[src/rtl/exp_3x3_pkg.sv]
// Shared types and constants for the expand 3x3 kernel RAM write controller.
// Optional feature macro: EXP3_KER_WR_ERR_CHK_EN (see exp_3x3_ker_write_cont).
package exp_3x3_pkg;

  localparam int RAM_AW = 7;

  localparam logic [RAM_AW-1:0] LAYER1_BASE = 7'd0;
  localparam logic [RAM_AW-1:0] LAYER2_BASE = 7'd64;

  typedef enum logic [1:0] {
    IDLE      = 2'd0,
    WAIT_FREE = 2'd1,
    WRITE     = 2'd2,
    END       = 2'd3
  } state_e;

endpackage

[src/rtl/exp_3x3_layer_flag.sv]
// One ping-pong layer ready flag: set when the layer's last RAM write has
// landed, cleared by the reader's done pulse or by a restart.
// Optional feature macro: EXP3_KER_WR_ERR_CHK_EN adds err_pulse_o.
module exp_3x3_layer_flag
  import exp_3x3_pkg::*;
(
  input  logic clk_i,
  input  logic rst_n_i,
  input  logic start_i,
  input  logic set_i,
  input  logic done_i,
  output logic ready_o
`ifdef EXP3_KER_WR_ERR_CHK_EN
  ,
  output logic err_pulse_o
`endif
);

  logic ready_d, ready_q;

  // Next flag value: restart wins, then set, then the reader's release.
  // Set and done never coincide because a layer is only written while free.
  always_comb begin
    ready_d = ready_q;
    if (start_i) begin
      ready_d = 1'b0;
    end else if (set_i) begin
      ready_d = 1'b1;
    end else if (done_i) begin
      ready_d = 1'b0;
    end
  end

  // Flag register.
  always_ff @(posedge clk_i or negedge rst_n_i) begin
    if (!rst_n_i) begin
      ready_q <= 1'b0;
    end else begin
      ready_q <= ready_d;
    end
  end

  assign ready_o = ready_q;

`ifdef EXP3_KER_WR_ERR_CHK_EN
  // A done pulse for a layer that holds nothing is a protocol error.
  assign err_pulse_o = done_i & ~ready_q;
`endif

endmodule

[src/rtl/exp_3x3_ker_write_cont.sv]
// Expand 3x3 kernel RAM write controller. Streams loader words into the
// ping-pong kernel RAM (layer 1 at 0.., layer 2 at LAYER2_BASE..), raising a
// per-layer ready flag once the layer is complete and waiting for the reader
// to free a layer before refilling it.
// Optional feature macro: EXP3_KER_WR_ERR_CHK_EN adds the sticky err_o output.
module exp_3x3_ker_write_cont
  import exp_3x3_pkg::*;
#(
  parameter int          DATA_W      = 64,
  parameter int unsigned LAYER2_BASE = 64
) (
  input  logic                clk_i,
  input  logic                rst_n_i,
  input  logic                start_i,
  input  logic [6:0]          layer_words_i,
  input  logic [5:0]          exp3_ker_depth_i,
  input  logic [DATA_W-1:0]   ker_data_i,
  input  logic                ker_data_valid_i,
  output logic                ker_data_ready_o,
  output logic [RAM_AW-1:0]   exp_3x3_ram_wr_addr_o,
  output logic [DATA_W-1:0]   exp_3x3_ram_wr_data_o,
  output logic                exp_3x3_ram_wr_en_o,
  output logic                layer_1_ready_o,
  input  logic                layer_1_done_i,
  output logic                layer_2_ready_o,
  input  logic                layer_2_done_i,
  output logic                fill_end_o
`ifdef EXP3_KER_WR_ERR_CHK_EN
  ,
  output logic                err_o
`endif
);

  localparam logic [RAM_AW-1:0] L2_BASE = RAM_AW'(LAYER2_BASE);

  state_e              state_d, state_q;
  logic                layer_sel_d, layer_sel_q;    // 0 = layer 1, 1 = layer 2
  logic [5:0]          word_cnt_d, word_cnt_q;
  logic [5:0]          fill_cnt_d, fill_cnt_q;
  logic [6:0]          layer_words_d, layer_words_q;
  logic [5:0]          depth_d, depth_q;
  logic                wr_en_d, wr_en_q;
  logic [RAM_AW-1:0]   wr_addr_d, wr_addr_q;
  logic [DATA_W-1:0]   wr_data_d, wr_data_q;
  logic                set1_d, set1_q;
  logic                set2_d, set2_q;

  logic                accept;
  logic                last_word;
  logic                sel_ready;
  logic [RAM_AW-1:0]   layer_base;

  assign accept     = (state_q == WRITE) && ker_data_valid_i;
  assign last_word  = ({1'b0, word_cnt_q} == layer_words_q);
  assign sel_ready  = layer_sel_q ? layer_2_ready_o : layer_1_ready_o;
  assign layer_base = layer_sel_q ? L2_BASE : LAYER1_BASE;

  // FSM, counters and write-port next state. The set pulses ride one cycle
  // behind the final write so a flag only rises after its RAM write landed.
  always_comb begin
    state_d       = state_q;
    layer_sel_d   = layer_sel_q;
    word_cnt_d    = word_cnt_q;
    fill_cnt_d    = fill_cnt_q;
    layer_words_d = layer_words_q;
    depth_d       = depth_q;
    wr_en_d       = 1'b0;
    wr_addr_d     = wr_addr_q;
    wr_data_d     = wr_data_q;
    set1_d        = 1'b0;
    set2_d        = 1'b0;
    if (start_i) begin
      state_d       = WAIT_FREE;
      layer_sel_d   = 1'b0;
      word_cnt_d    = '0;
      fill_cnt_d    = '0;
      layer_words_d = layer_words_i;
      depth_d       = exp3_ker_depth_i;
      wr_addr_d     = '0;
      wr_data_d     = '0;
    end else begin
      case (state_q)
        IDLE: begin
          state_d = IDLE;
        end
        WAIT_FREE: begin
          if (!sel_ready) begin
            state_d = WRITE;
          end
        end
        WRITE: begin
          if (accept) begin
            wr_en_d   = 1'b1;
            wr_addr_d = layer_base + {1'b0, word_cnt_q};
            wr_data_d = ker_data_i;
            if (last_word) begin
              word_cnt_d = '0;
              set1_d     = ~layer_sel_q;
              set2_d     = layer_sel_q;
              if (fill_cnt_q == depth_q) begin
                state_d = END;
              end else begin
                fill_cnt_d  = fill_cnt_q + 6'd1;
                layer_sel_d = ~layer_sel_q;
                state_d     = WAIT_FREE;
              end
            end else begin
              word_cnt_d = word_cnt_q + 6'd1;
            end
          end
        end
        END: begin
          state_d = END;
        end
        default: begin
          state_d = IDLE;
        end
      endcase
    end
  end

  // Control and write-port registers.
  always_ff @(posedge clk_i or negedge rst_n_i) begin
    if (!rst_n_i) begin
      state_q       <= IDLE;
      layer_sel_q   <= 1'b0;
      word_cnt_q    <= '0;
      fill_cnt_q    <= '0;
      layer_words_q <= '0;
      depth_q       <= '0;
      wr_en_q       <= 1'b0;
      wr_addr_q     <= '0;
      wr_data_q     <= '0;
      set1_q        <= 1'b0;
      set2_q        <= 1'b0;
    end else begin
      state_q       <= state_d;
      layer_sel_q   <= layer_sel_d;
      word_cnt_q    <= word_cnt_d;
      fill_cnt_q    <= fill_cnt_d;
      layer_words_q <= layer_words_d;
      depth_q       <= depth_d;
      wr_en_q       <= wr_en_d;
      wr_addr_q     <= wr_addr_d;
      wr_data_q     <= wr_data_d;
      set1_q        <= set1_d;
      set2_q        <= set2_d;
    end
  end

`ifdef EXP3_KER_WR_ERR_CHK_EN
  logic err1_pulse, err2_pulse;
  logic err_d, err_q;

  exp_3x3_layer_flag u_flag1 (
    .clk_i       (clk_i),
    .rst_n_i     (rst_n_i),
    .start_i     (start_i),
    .set_i       (set1_q),
    .done_i      (layer_1_done_i),
    .ready_o     (layer_1_ready_o),
    .err_pulse_o (err1_pulse)
  );

  exp_3x3_layer_flag u_flag2 (
    .clk_i       (clk_i),
    .rst_n_i     (rst_n_i),
    .start_i     (start_i),
    .set_i       (set2_q),
    .done_i      (layer_2_done_i),
    .ready_o     (layer_2_ready_o),
    .err_pulse_o (err2_pulse)
  );

  // Sticky error: stray done pulses or a loader pushing after the last fill.
  always_comb begin
    err_d = err_q;
    if (start_i) begin
      err_d = 1'b0;
    end else if (err1_pulse || err2_pulse ||
                 ((state_q == END) && ker_data_valid_i)) begin
      err_d = 1'b1;
    end
  end

  // Error flag register.
  always_ff @(posedge clk_i or negedge rst_n_i) begin
    if (!rst_n_i) begin
      err_q <= 1'b0;
    end else begin
      err_q <= err_d;
    end
  end

  assign err_o = err_q;
`else
  exp_3x3_layer_flag u_flag1 (
    .clk_i   (clk_i),
    .rst_n_i (rst_n_i),
    .start_i (start_i),
    .set_i   (set1_q),
    .done_i  (layer_1_done_i),
    .ready_o (layer_1_ready_o)
  );

  exp_3x3_layer_flag u_flag2 (
    .clk_i   (clk_i),
    .rst_n_i (rst_n_i),
    .start_i (start_i),
    .set_i   (set2_q),
    .done_i  (layer_2_done_i),
    .ready_o (layer_2_ready_o)
  );
`endif

  assign ker_data_ready_o      = (state_q == WRITE);
  assign fill_end_o            = (state_q == END);
  assign exp_3x3_ram_wr_en_o   = wr_en_q;
  assign exp_3x3_ram_wr_addr_o = wr_addr_q;
  assign exp_3x3_ram_wr_data_o = wr_data_q;

endmodule

[config.mk]
export PLATFORM = sky130hd
export DESIGN_NAME = exp_3x3_ker_write_cont
export DESIGN_NICKNAME = d
export VERILOG_FILES = /design/src/rtl/exp_3x3_pkg.sv /design/src/rtl/exp_3x3_layer_flag.sv /design/src/rtl/exp_3x3_ker_write_cont.sv
export SDC_FILE = /design/constraint.sdc
export NUM_CORES = 1
export LEC_CHECK = 0
export BUFFER_PORTS_ARGS = -buffer_cell sky130_fd_sc_hd__buf_4
export CORE_MARGIN = 3
export CORE_UTILIZATION = 53
export DETAILED_ROUTE_END_ITERATION = 6
export HOLD_SLACK_MARGIN = 0.15
export PLACE_DENSITY = 0.85
export SETUP_SLACK_MARGIN = 0.4
export SLEW_MARGIN = 40
export SYNTH_ARGS = -nofsm -noshare
export SYNTH_HDL_FRONTEND = slang
export SYNTH_HIERARCHICAL = 1
export SYNTH_SLANG_ARGS = --single-unit
[constraint.sdc]
create_clock -name clk_i -period 5.45 [get_ports clk_i]
set_clock_uncertainty 0.15 [all_clocks]
set_input_delay 1.09 -clock clk_i [delete_from_list [all_inputs] [get_ports clk_i]]
set_output_delay 1.09 -clock clk_i [all_outputs]
set_load 0.02 [all_outputs]
==> results of run 1 <==
[final cells by class]
class | count | share of cell area (%)
Timing Repair Buffer | 161 | 20.9
Clock inverter | 5 | 1.38
Sequential cell | 104 | 44.7
Clock buffer | 11 | 2.43
Inverter | 6 | 0.387
Tap cell | 102 | 2.19
Multi-Input combinational cell | 313 | 28.0
[metrics by stage]
step | hold WS (ns) | cells
2_1_floorplan | 0.318 | 451
3_3_place_gp | 0.334 | 686
3_5_place_dp | 0.341 | 686
4_1_cts | 0.356 | 702
5_1_grt | 0.392 | 702
6_report | 0.355 | 702
[cell usage after synthesis (2+ instances only)]
library cell,instances
xor2_1,10
nand2_1,147
a31oi_1,2
a21oi_2,2
or3_1,4
o21ai_0,5
ha_1,2
a211oi_1,2
and2_1,2
nor3_1,3
mux2_2,14
nor2b_1,2
clkbuf_1,27
a21oi_1,80
dfrtp_1,104
nand4_1,2
nand3_1,7
inv_1,6
xnor2_1,7
nor2_1,7
nand2b_1,2
[cells by family (layout without fill, tap and decap cells)]
kind of cell               Yosys count  in the layout  synth area share [%]
DFF                                104            104                  59.7
adders and majority gates            2              2                 0.574
xor gates and xnor gates            17             17                  3.41
AOI/OAI and AO/OA                   95             95                  11.7
muxes                               15             15                  3.85
buffers and inverters               34            183                  2.93
and+or+nand+nor                    184            184                  17.8
[per-layer routing]
metal | vias up | global-route usage [%] | wire, um
met4 | 0 | 7.45 | 119
met3 | 15 | 7.14 | 893
met2 | 151 | 35.6 | 4910
li1 | 1772 | - | -
met5 | - | 0 | 0
met1 | 1740 | 27.6 | 4220
[final timing paths]
check | startpoint | endpoint | slack (ns) | depth (start not counted)
max in group asynchronous | rst_n_i | layer_words_q[5]$_DFFE_PN0P_ | 3.65 | 2
max | ker_data_valid_i | fill_cnt_q[4]$_DFFE_PN0P_ | 2.58 | 7
max reg2reg | state_q[0]$_DFFE_PN0P_ | fill_cnt_q[4]$_DFFE_PN0P_ | 2.89 | 6
min | set1_q$_DFF_PN0_ | u_flag1/ready_o$_DFFE_PN0P_ | 0.35 | 2
min reg2reg | set1_q$_DFF_PN0_ | u_flag1/ready_o$_DFFE_PN0P_ | 0.35 | 2
min in group asynchronous | rst_n_i | exp_3x3_ram_wr_data_o[55]$_DFFE_PN0P_ | 0.57 | 1
[sequential cells by signal (all words and copies together) (netlist names)]
register,count
exp_3x3_ram_wr_en_o,1
u_flag1/ready_o,1
exp_3x3_ram_wr_data_o,64
exp_3x3_ram_wr_addr_o,7
layer_words_q,7
set1_q,1
depth_q,6
set2_q,1
u_flag2/ready_o,1
layer_sel_q,1
word_cnt_q,6
state_q,2
fill_cnt_q,6
[worst max-delay path: cells and delay by family]
kind	cells	cell delay, ns
buffers and inverters	2	0.47
AOI/OAI and AO/OA	2	0.47
and+or+nand+nor	3	0.94
[power breakdown]
group	switching, uW	total, uW	leakage (uW)	internal, uW
clock	250	521	0.000106	271
combinational	90.6	174	0.00127	82.9
sequential	18.2	814	0.00141	796
==> reports/metrics.yaml, run 1 <==
status: "finished clean"
worst_slack_ns: 2.58
maxCapViolations: 0
die-width_um: 96.7
grt_max_degree: 103
regArea_um2: 2600
drtIter0Drc: 158
syn_area_per_cell_um2: 9.67
final_core_util_pct: 74.2
portBuffers: 158
stdcell_area_um2: 5820
drtAntennaViolNets: 0
antenna_found_initial: 0
worstMarginPinSlew_ns: 0.796
crit_fanout: 82
cts_resized: 0
firstDrtPassIters: 4
preCtsSetupSlack_ns: 2.23
cp.required_ns: 5.57
core_um2: 7850
synth_area_um2: 4360
worstPathArrival_ns: 2.99
slowest_stage: "or4_4"
routabilityCongestion: 0.814
hp-class: "reg -> reg"
vias: 3678
ctsRootBufferMaster: "clkbuf_8"
crit_top_cell: "buf_4"
drive_gt1_share_pct: 32.8
wl_um: 10100
post-dp-hpwl_um: 6920
grt.total_usage_pct: 21.9
cts_buffers: 9
p_total_uw: 1510
grt_setup_unrepaired: "false"
slew_viol_final: 0
cellPowerDensity_nw_per_um2: 259
critPathLaunchType: "input port"
postPlaceCellArea_um2: 5600
critPathKind: "in -> reg"
multi_input_area_um2: 1630
cpPeakStageDelay_ns: 0.54
die_h_um: 96.7
cts_tree: "yes"
synth-edff-count: 0
period_share_pct: 52.6
yosysTopAreaCell: "dfrtp_1"
synth.area.top_cells: "dfrtp_1 (60%), nand2_1 (13%), a21oi_1 (9.2%), mux2_2 (3.6%), clkbuf_1 (2.3%)"
cts_setup_buffers: 0
vias_per_cell: 5.24
fill_cells: 590
synth-async-reset-ratio_pct: 100
grt_pass1_vias: 3731
initial_core_util_pct: 55.6
synth.distinct_cells: 35
numClockSinks: 104
leakagePower_uw: 0.00278
hold_buffers: 0
tns_ns: 0
hold_violations: 0
slew_headroom_pct: 47.0
drc: 0
final_cell_mix: "buf_4 (159), nand2_1 (147), dfrtp_1 (104), a21oi_1 (80), mux2_2 (14)"
cts.clk_slew.worst_paths_ns: 0.10
min_period_ns: 2.87
grt_pass1_wl_um: 17100
yosysSeqAreaShare_pct: 59.7
overflow: 0
cts_buffer_depth: 2
cp-end-kind: "flop"
h-tree-depth: 3
die-area_um2: 9350
nets: 680
synth_ff_type: "dfrtp_1"
wl_per_cell_um: 14.4
ios: 159
synth_top_area_share_pct: 59.7
ys_seq_elements: 104
syn_inst: 451
row_count: 32
setup_viol: 0
path_cells: "buf_4 > nand3b_4 > buf_4 > or4_4 > a211o_1 > or3_1 > a21oi_1"
clk_latency_ns: 0.35
fmax_ghz: 0.349
area_delta_synth_final_pct: 33.5
peakVddDrop_v: 0.000169
yosys_warnings: 6
final_common_cell: "buf_4"
syn_nets: 536
antennaDiodeCount: 0
Power figures use the tool's default switching activity.
==> run 2, diff against run 1 <==
--- a/config.mk
+++ b/config.mk
@@ -5,12 +5,13 @@
 export SDC_FILE = /design/constraint.sdc
 export NUM_CORES = 1
 export LEC_CHECK = 0
+export ABC_AREA = 1
 export BUFFER_PORTS_ARGS = -buffer_cell sky130_fd_sc_hd__buf_4
 export CORE_MARGIN = 3
-export CORE_UTILIZATION = 53
+export CORE_UTILIZATION = 49
 export DETAILED_ROUTE_END_ITERATION = 6
 export HOLD_SLACK_MARGIN = 0.15
-export PLACE_DENSITY = 0.85
+export PLACE_DENSITY = 0.79
 export SETUP_SLACK_MARGIN = 0.4
 export SLEW_MARGIN = 40
 export SYNTH_ARGS = -nofsm -noshare
==> constraint.sdc (replaced) <==
create_clock -name clk_i -period 3 [get_ports clk_i]
set_clock_uncertainty 0.15 [all_clocks]
set_input_delay 0.6 -clock clk_i [delete_from_list [all_inputs] [get_ports clk_i]]
set_output_delay 0.6 -clock clk_i [all_outputs]
set_load 0.02 [all_outputs]
==> run 2 against run 1 <==
  * Count of clock-buffer cells in the layout unchanged
  * Area after synthesis fell by 1.3%
  * Global-route usage increased by 0.48 points
  * Flip-flop and latch count unchanged
  * Die area up 6.3%
  * Combinational power grew to 3.2 times the previous value
  * Core utilization is 5.7 points lower
  * Hold slack worse by 0.058 ns
  * Setup slack lost 1.5 ns
==> reports/metrics.yaml, run 2 <==
yosysTopAreaCell: "dfrtp_1"
busiest_layer: "met2"
grt_max_degree: 72  # -30%
cts_buffer_depth: 2  # unchanged
cpPeakStageDelay_ns: 0.51  # -0.03 ns
peakVddDrop_v: 0.000321  # +90%
grt_pass1_vias: 3499  # -6.2%
internal_power_uw: 2070  # +80%
globalRouteMet3Util_pct: 6.10  # -1.0 points
min_period_ns: 1.94
cellPowerDensity_nw_per_um2: 516  # +99%
drc: 0  # unchanged
core_um2: 8380  # +6.8%
numClockSinks: 104  # unchanged
path_delay_family: "simple AND/OR/NAND/NOR gates"
largest_reg_flops: 64  # unchanged
power_frac_comb_pct: 19.0  # +7.5 points
routabilityCongestion: 0.853  # +4.7%
synth-edff-count: 0  # unchanged
fmax_ghz: 0.516
initial_core_util_pct: 51.3  # -4.2 points
synth.distinct_cells: 33  # -5.7%
met2_usage_pct: 36.9  # +1.3 points
cts.clk_slew.worst_paths_ns: 0.10  # about the same
synth.area.top_cells: "dfrtp_1 (61%), a22o_1 (13%), nand2_1 (6.7%), inv_1 (3.1%), nor2_1 (1.7%)"
status: "finished clean"
hold_violations: 0  # unchanged
fill_cells: 661  # +12%
slowest_stage: "nor2_4"
cp.required_ns: 3.14  # -2.43 ns
die_h_um: 99.7  # +3.1%
critPathKind: "reg -> reg"
synth_most_common_cell: "dfrtp_1"
grt_use_met1_pct: 29.7  # +2.1 points
post-dp-hpwl_um: 7770  # +12%
cp-end-kind: "flop"
overflow: 0  # unchanged
critical_path_buf_inv_count: 1  # -1
synth_top_area_share_pct: 60.5  # +0.82 points
ys_top_cells_by_count: "dfrtp_1 (104), nand2_1 (77), a22o_1 (64)"
grt_setup_unrepaired: "false"
ctsRootBufferMaster: "clkbuf_8"
vias_per_cell: 5.24  # about the same
slew_viol_final: 0  # unchanged
die-area_um2: 9940  # +6.3%
leakagePower_uw: 0.00306  # +9.9%
nets: 638  # -6.2%
grt_pass1_wl_um: 17700  # +3.3%
syn_inst: 398  # -12%
ios: 159  # unchanged
crit_top_cell: "nor2_4"
regArea_um2: 2600  # unchanged
critPathLaunchType: "flop"
antennaDiodeCount: 0  # unchanged
drtIter0Drc: 148  # -6.3%
setup_viol: 0  # unchanged
drtAntennaViolNets: 0  # unchanged
hp-class: "in -> reg"
area_delta_synth_final_pct: 33.5  # about the same
multi_input_area_um2: 1420  # -13%
netSwitchingPower_uw: 889  # +150%
syn_area_per_cell_um2: 10.8  # +12%
yosysSeqAreaShare_pct: 60.5  # +0.82 points
die-width_um: 99.7  # +3.1%
drive_gt1_share_pct: 35.4  # +2.5 points
hold_buffers: 1  # +1
period_share_pct: 64.6
yosys_warnings: 6  # unchanged
firstDrtPassIters: 4  # unchanged
synth_ff_type: "dfrtp_1"
cts_buffers: 9  # unchanged
crit_fanout: 41  # -50%
cts_tree: "yes"
worstPathArrival_ns: 2.08  # -0.91 ns
worstMarginPinSlew_ns: 0.722  # -0.0731 ns
synth-async-reset-ratio_pct: 100  # unchanged
row_count: 33  # +3.1%
h-tree-depth: 3  # unchanged
slew_headroom_pct: 51.8  # +4.9 points
tns_ns: 0  # unchanged
portBuffers: 158  # unchanged
clk_latency_ns: 0.35  # about the same
maxCapViolations: 0  # unchanged
cts_setup_buffers: 0  # unchanged
final_common_cell: "buf_4"
pwr-share-seq_pct: 53.8  # about the same
final_core_util_pct: 68.5  # -5.7 points
p_sw_share_pct: 30.0  # +6.2 points
vias: 3470  # -5.7%
synth_area_um2: 4300  # -1.3%
grt.total_usage_pct: 22.3  # +0.48 points
cts_resized: 0  # unchanged
clock_power_share_pct: 27.2  # -7.4 points
antenna_found_initial: 0  # unchanged
path_cells: "nor2_4 > nand2_4 > nor2_4 > buf_12 > a22o_1"
syn_nets: 483  # -9.9%
wl_per_cell_um: 16.3  # +13%
ys_seq_elements: 104  # unchanged
final_cell_mix: "buf_4 (160), dfrtp_1 (104), nand2_1 (77), a22o_1 (64), inv_1 (35)"
wl_um: 10800  # +6.3%
-- run 2: changes by cell type in the layout (fill, tap and decap cells not counted), moves of 5 or more --
cell     delta
nand3_1     +7
mux2_2     -14
nand2_1    -70
nor2_1     +12
xor2_1      -8
a21oi_1    -75
a22o_1     +64
xnor2_1     -5
o21ai_1     +7
o21ai_0     +9
inv_1      +29
-- run 2: path summary, 6_finish.rpt --
check / from / to / slack (ns) / cells past startpoint
worst max-delay path: state_q[0]$_DFFE_PN0P_ / exp_3x3_ram_wr_data_o[58]$_DFFE_PN0P_ / 1.06 / 5
worst min-delay path: exp3_ker_depth_i[4] / depth_q[4]$_DFFE_PN0P_ / 0.30 / 3
worst max register to register: state_q[0]$_DFFE_PN0P_ / exp_3x3_ram_wr_data_o[58]$_DFFE_PN0P_ / 1.06 / 5
worst min register to register: exp_3x3_ram_wr_data_o[14]$_DFFE_PN0P_ / exp_3x3_ram_wr_data_o[14]$_DFFE_PN0P_ / 0.36 / 1
max in group asynchronous: rst_n_i / exp_3x3_ram_wr_data_o[40]$_DFFE_PN0P_ / 1.42 / 3
min in group asynchronous: rst_n_i / depth_q[1]$_DFFE_PN0P_ / 0.55 / 2
-- run 2: cell families after synthesis --
kind of cell / after synthesis / synth area share, %
AND/OR/NAND/NOR: 132 / 14.4
flip-flops: 104 / 60.5
AO/OA/AOI/OAI: 96 / 17.2
buffers and inverters: 60 / 6.54
XOR/XNOR: 4 / 0.815
adder cells (fa/ha/maj): 2 / 0.582
-- run 2: worst register-to-register path: stages (launching register included) --
cell,delay (ns)
dfrtp_1,0.46
nor2_4,0.18
nand2_4,0.09
nor2_4,0.51
buf_12,0.29
a22o_1,0.20
-- run 2: routing by layer --
layer  up-vias  wire length (um)  share of wire [%]
met5         -                 0                  0
met1      1668              4580                 43
met4         0                73               0.68
met2       130              5340                 50
met3         7               771                7.2
li1       1665                 -                  -
-- run 2: final cells by class --
type / count / area share [%]
Clock buffer: 11 / 2.46
Clock inverter: 4 / 0.741
Inverter: 41 / 2.74
Multi-Input combinational cell: 234 / 24.7
Sequential cell: 104 / 45.3
Tap cell: 105 / 2.29
Timing Repair Buffer: 163 / 21.8
-- run 2: through the flow --
stage	worst slack, ns	power [uW]	cells	area (um2)	hold WS (ns)
detailed placement	0.734	2180	646	5550	0.333
CTS	1.05	2990	662	5740	0.275
global route	0.936	3130	662	5740	0.279
global placement	0.672	2160	646	5550	0.316
finish	1.06	2960	662	5740	0.297
floorplan	1.45	1930	398	4300	0.154
-- run 2: power groups by stage --
| stage | registers [uW] | clock network, uW | logic [uW] |
|---|---|---|---|
| after floorplan | 1640 | 0 | 293 |
| after CTS | 1590 | 831 | 568 |
| after detailed placement | 1620 | 0 | 566 |
| after global routing | 1610 | 894 | 632 |
| final | 1590 | 806 | 562 |
| after global placement | 1610 | 0 | 547 |
